[src/rtl/fwd_hazard_ctrl.sv]
// EX-stage operand forwarding selects plus load-use stall and branch flush control.
// Optional build macro HAZARD_PERF_EN adds saturating stall/flush cycle counters.
module fwd_hazard_ctrl #(
  parameter int REG_AW       = 5,
  parameter int FLUSH_CYCLES = 2
) (
  input  logic              clk,
  input  logic              rst_n,
  input  logic              id_valid,
  input  logic [REG_AW-1:0] id_rs1,
  input  logic [REG_AW-1:0] id_rs2,
  input  logic [REG_AW-1:0] ex_rd,
  input  logic              ex_regwrite,
  input  logic              ex_memread,
  input  logic [REG_AW-1:0] mem_rd,
  input  logic              mem_regwrite,
  input  logic              branch_taken,
  output logic              stall_if_id,
  output logic              bubble_id_ex,
  output logic              flush_if_id,
  output logic [1:0]        fwd_a_sel,
  output logic [1:0]        fwd_b_sel
`ifdef HAZARD_PERF_EN
  ,
  output logic [31:0]       stall_count,
  output logic [31:0]       flush_count
`endif
);

  localparam logic [1:0] ST_RUN      = 2'b00;
  localparam logic [1:0] ST_LU_STALL = 2'b01;
  localparam logic [1:0] ST_FLUSH    = 2'b10;

  localparam logic [1:0] SEL_RF  = 2'b00;
  localparam logic [1:0] SEL_WB  = 2'b01;
  localparam logic [1:0] SEL_MEM = 2'b10;

  localparam logic [2:0] FLUSH_LOAD  = 3'(FLUSH_CYCLES - 1);
  localparam bit         MULTI_FLUSH = (FLUSH_CYCLES > 1);

  logic [1:0] state_r;
  logic [1:0] state_n_s;
  logic [2:0] flush_cnt_r;
  logic [2:0] flush_cnt_n_s;
  logic       load_use_s;
  logic       in_flush_s;
  logic       flush_s;
  logic       stall_s;
  logic       bubble_s;
  logic [1:0] fwd_a_sel_r;
  logic [1:0] fwd_b_sel_r;
  logic [1:0] fwd_a_n_s;
  logic [1:0] fwd_b_n_s;

  // Newest producer wins; x0 is never treated as a producer.
  function automatic logic [1:0] pick_sel(
    input logic [REG_AW-1:0] rs,
    input logic [REG_AW-1:0] e_rd,
    input logic              e_rw,
    input logic [REG_AW-1:0] m_rd,
    input logic              m_rw
  );
    logic [1:0] sel;
    if (e_rw && (e_rd != {REG_AW{1'b0}}) && (e_rd == rs)) begin
      sel = SEL_MEM;
    end else if (m_rw && (m_rd != {REG_AW{1'b0}}) && (m_rd == rs)) begin
      sel = SEL_WB;
    end else begin
      sel = SEL_RF;
    end
    return sel;
  endfunction

  // Hazard detection; a flush overrides the stall so the redirected PC can load.
  always_comb begin
    load_use_s = 1'b0;
    if (id_valid && ex_memread && (ex_rd != {REG_AW{1'b0}}) &&
        ((ex_rd == id_rs1) || (ex_rd == id_rs2))) begin
      load_use_s = 1'b1;
    end else begin
      load_use_s = 1'b0;
    end
    in_flush_s = (state_r == ST_FLUSH);
    flush_s    = branch_taken || in_flush_s;
    stall_s    = load_use_s && !flush_s;
    bubble_s   = branch_taken || load_use_s || in_flush_s;
  end

  assign stall_if_id  = stall_s;
  assign bubble_id_ex = bubble_s;
  assign flush_if_id  = flush_s;

  // Next-state logic: branch_taken from any state (re)loads the flush counter.
  always_comb begin
    state_n_s     = state_r;
    flush_cnt_n_s = flush_cnt_r;
    if (branch_taken) begin
      if (MULTI_FLUSH) begin
        state_n_s     = ST_FLUSH;
        flush_cnt_n_s = FLUSH_LOAD;
      end else begin
        state_n_s     = ST_RUN;
        flush_cnt_n_s = 3'd0;
      end
    end else begin
      case (state_r)
        ST_RUN: begin
          if (load_use_s) begin
            state_n_s = ST_LU_STALL;
          end else begin
            state_n_s = ST_RUN;
          end
        end
        ST_LU_STALL: begin
          state_n_s = ST_RUN;
        end
        ST_FLUSH: begin
          if (flush_cnt_r <= 3'd1) begin
            state_n_s     = ST_RUN;
            flush_cnt_n_s = 3'd0;
          end else begin
            state_n_s     = ST_FLUSH;
            flush_cnt_n_s = flush_cnt_r - 3'd1;
          end
        end
        default: begin
          state_n_s     = ST_RUN;
          flush_cnt_n_s = 3'd0;
        end
      endcase
    end
  end

  // Forwarding selects travel with the instruction into EX; bubbles carry 00.
  always_comb begin
    fwd_a_n_s = SEL_RF;
    fwd_b_n_s = SEL_RF;
    if (bubble_s || !id_valid) begin
      fwd_a_n_s = SEL_RF;
      fwd_b_n_s = SEL_RF;
    end else begin
      fwd_a_n_s = pick_sel(id_rs1, ex_rd, ex_regwrite, mem_rd, mem_regwrite);
      fwd_b_n_s = pick_sel(id_rs2, ex_rd, ex_regwrite, mem_rd, mem_regwrite);
    end
  end

  // State, flush counter and select registers.
  always_ff @(posedge clk or negedge rst_n) begin
    if (!rst_n) begin
      state_r     <= ST_RUN;
      flush_cnt_r <= 3'd0;
      fwd_a_sel_r <= SEL_RF;
      fwd_b_sel_r <= SEL_RF;
    end else begin
      state_r     <= state_n_s;
      flush_cnt_r <= flush_cnt_n_s;
      fwd_a_sel_r <= fwd_a_n_s;
      fwd_b_sel_r <= fwd_b_n_s;
    end
  end

  assign fwd_a_sel = fwd_a_sel_r;
  assign fwd_b_sel = fwd_b_sel_r;

`ifdef HAZARD_PERF_EN
  logic [31:0] stall_count_r;
  logic [31:0] flush_count_r;

  // Saturating cycle counters for stall and flush activity.
  always_ff @(posedge clk or negedge rst_n) begin
    if (!rst_n) begin
      stall_count_r <= 32'd0;
      flush_count_r <= 32'd0;
    end else begin
      if (stall_s && (stall_count_r != 32'hFFFF_FFFF)) begin
        stall_count_r <= stall_count_r + 32'd1;
      end
      if (flush_s && (flush_count_r != 32'hFFFF_FFFF)) begin
        flush_count_r <= flush_count_r + 32'd1;
      end
    end
  end

  assign stall_count = stall_count_r;
  assign flush_count = flush_count_r;
`endif

endmodule

[config.mk]
export PLATFORM = sky130hd
export DESIGN_NAME = fwd_hazard_ctrl
export DESIGN_NICKNAME = d
export VERILOG_FILES = /design/src/rtl/fwd_hazard_ctrl.sv
export SDC_FILE = /design/constraint.sdc
export NUM_CORES = 1
export LEC_CHECK = 0
export BUFFER_PORTS_ARGS = -buffer_cell sky130_fd_sc_hd__buf_4
export CORE_MARGIN = 3
export CORE_UTILIZATION = 48
export DETAILED_ROUTE_END_ITERATION = 8
export HOLD_SLACK_MARGIN = 0.06
export PLACE_DENSITY = 0.81
export SLEW_MARGIN = 5
export SYNTH_ARGS = -nofsm -noshare
export SYNTH_HDL_FRONTEND = slang
export SYNTH_SLANG_ARGS = --single-unit
[constraint.sdc]
create_clock -name clk -period 3.6 [get_ports clk]
set_input_delay 0.9 -clock clk [delete_from_list [all_inputs] [get_ports clk]]
set_output_delay 0.9 -clock clk [all_outputs]
set_load 0.005 [all_outputs]
==> key figures <==
Outcome
  • Status: completed

Timing
  • Final worst slack: 0.768 ns
  • Layout Skew: 0.00274 ns
  • RSZ-0062 raised after global routing: false
  • Slew Limit Headroom: 79.9%
  • Setup tns final: 0 ns
  • Final period utilization: 78.7%
  • FMAX: 0.353 GHz
  • Final min period: 2.83 ns
  • Max-slew violations: 0
  • Setup violations, final: 0
  • Worst-Margin Slew: 0.299 ns
  • Final Hold Fails: 0

Finish
  • Final nets: 146
  • Ant diodes: 0
  • Area Overhead vs Synth: 41.2%
  • Fillers: 103
  • Multi-input logic area: 467 µm²
  • Share of layout cells above drive strength 1: 41.4%
  • FF/Latch Area: 225 µm²

GRT
  • GRT Total Usage: 20.2%
  • Vias in the first global route: 718
  • First-pass GRT wire length: 2850 µm
  • Largest net degree at the start of global routing: 10
  • Initial antenna violation count: 0
  • Total grt overflow: 0

Clock network
  • CTS sink count: 9
  • Postcts setup bufs: 0
  • TritonCTS Buffers: 3
  • Bufs on Longest Clock Path: 2
  • TritonCTS clock tree: built
  • H-tree levels: 1
  • CTS Hold Bufs: 0
  • Clock transition at the registers of the reported paths: 0.06 ns
  • Clk Latency, worst-skew pair: 0.25 ns
  • # resized after CTS: 0
  • Root Driver: clkbuf_4

Detailed routing
  • Wirelength per Cell: 12.8 µm
  • Post-route antenna net violation count: 0
  • Vias: 701
  • Final WL: 1680 µm
  • Initial DRC Count: 3
  • Residual DRC: 0
  • Via density: 5.35
  • 1st-pass router iterations: 4

Logic synthesis
  • Primary FF master, synth: dfrtp_1
  • Yosys warns: 0
  • Avg Inst Size Synth: 9.00 µm²
  • Post-synth top cells: 14 x xnor2_1, 9 x dfrtp_1, 7 x nand2_1
  • EDFF count, synth: 0
  • Synth Net Count: 108
  • Top-area cell type share of the netlist area: 31.7%
  • Netlist cell types: 27
  • Most frequent cell after synthesis: xnor2_1
  • Post-Syn Instances: 79
  • Post-synthesis async set-or-reset flop share: 100%
  • Cell types occupying the most area after synthesis: dfrtp_1 32%, xnor2_1 17%, xor2_1 7.4%
  • Post-synthesis cell area: 711 µm²
  • Post-synth top area cell: dfrtp_1
  • Register bit total from synthesis: 9
  • Post-synthesis sequential area ratio: 31.7%

Setup path
  • Worst reg-to-reg setup slack: 2.14 ns
  • Worst setup SP type: input port
  • R2r startpoint: flush_cnt_r[0]
  • Reg-to-reg critical path endpoint: flush_cnt_r[2]
  • Reg2reg path depth: 5
  • Crit. End Element: primary output
  • Setup Crit Path Kind: in -> out
  • CP arrival: 1.93 ns
  • Crit-path max FO: 5
  • CP Data Required Time: 2.70 ns

Pwr
  • P_leak: 0.467 nW
  • PD cells: 272 nW/µm²
  • Worst VDD drop: 0.130 mV

Hold path
  • Hold Path Class: in -> async

Floorplanning
  • Initial Util: 52.6%
  • Die area: 1980 µm²
  • # IOs: 34
  • Die Wd: 44.5 µm
  • Die span in y: 44.5 µm
  • Cell Rows: 13
  • Core Area: 1350 µm²

Placed design
  • Buffers on Ports: 33
  • Pre-CTS WS: 0.760 ns
  • Routability cong.: 0.809
  • DP HPWL: 1540 µm

Flow run
  • Max-cap violations: 0
==> final cells by class <==
| class | count | share of cell area, % |
|---|---|---|
| Timing Repair Buffer | 33 | 24.7 |
| Sequential cell | 9 | 22.4 |
| Tap cell | 15 | 1.87 |
| Multi-Input combinational cell | 65 | 46.5 |
| Clock buffer | 4 | 2.62 |
| Inverter | 5 | 1.87 |
==> cells in the final DEF, fill, tap and decap left out, types with 2 or more instances in the layout <==
master | Yosys | final
o21ai_1 | 2 | 2
nand3_1 | 2 | 2
and3_1 | 2 | 2
nor2_1 | 5 | 5
nor4_1 | 2 | 2
nor3_1 | 4 | 4
xor2_1 | 6 | 6
inv_1 | 3 | 3
buf_4 | 0 | 33
nand2_1 | 7 | 7
clkbuf_4 | 0 | 3
a2111oi_2 | 2 | 2
xnor2_1 | 14 | 14
inv_2 | 2 | 2
nand2_2 | 2 | 2
nand3_2 | 3 | 3
ha_1 | 2 | 2
dfrtp_1 | 9 | 9
a21oi_1 | 2 | 2
==> worst max-delay path: stages <==
cell	delay, ns
buf_4	0.12
xor2_1	0.15
nor3_1	0.22
nand3_2	0.12
nand2_2	0.14
and3_1	0.17
buf_4	0.10
==> cell families after synthesis <==
kind of cell / after synthesis / share of synthesized area, %
AO/OA/AOI/OAI: 11 / 12.5
XOR/XNOR: 20 / 24.6
AND/OR/NAND/NOR: 32 / 25.0
adder cells (fa/ha/maj): 2 / 3.52
buffers and inverters: 5 / 2.64
flip-flops: 9 / 31.7
==> power by group <==
part	switching, mW	internal (mW)
combinational	0.0435	0.0473
sequential	0.00345	0.105
clock	0.0317	0.0425
total	0.0786	0.195
==> state kept, by name (all words and copies together) (netlist names) <==
register     count
fwd_b_sel        2
state_r          2
flush_cnt_r      3
fwd_a_sel        2
==> per-layer routing <==
| metal | share of wire, % | GRT usage (%) | vias up |
|---|---|---|---|
| met5 | 0 | 0 | - |
| met4 | 3.9 | 12.7 | 0 |
| met3 | 6.7 | 2.85 | 8 |
| met2 | 58 | 39.8 | 34 |
| met1 | 32 | 18.7 | 314 |
| li1 | - | - | 345 |
==> stage by stage <==
stage               power [mW]  util [%]  hold slack (ns)  area [µm²]  std cells
floorplan                0.157         -            0.485         711         79
global placement         0.199      72.4            0.501         977        127
detailed placement       0.202      72.4            0.533         977        127
CTS                      0.279      74.3            0.451        1000        131
global route             0.296      74.3            0.440        1000        131
finish                   0.273      74.3            0.456        1000        131
==> how the worst max path moves through the flow <==
stage | startpoint | to | cells past startpoint
floorplan | id_rs1[2] | stall_if_id | 5
global placement | id_rs1[2] | stall_if_id | 7
detailed placement | id_rs1[2] | stall_if_id | 7
CTS | id_rs1[2] | stall_if_id | 7
global route | id_rs1[2] | stall_if_id | 7
finish | id_rs1[2] | stall_if_id | 7
Note: power is estimated with default switching activity, not from simulation.
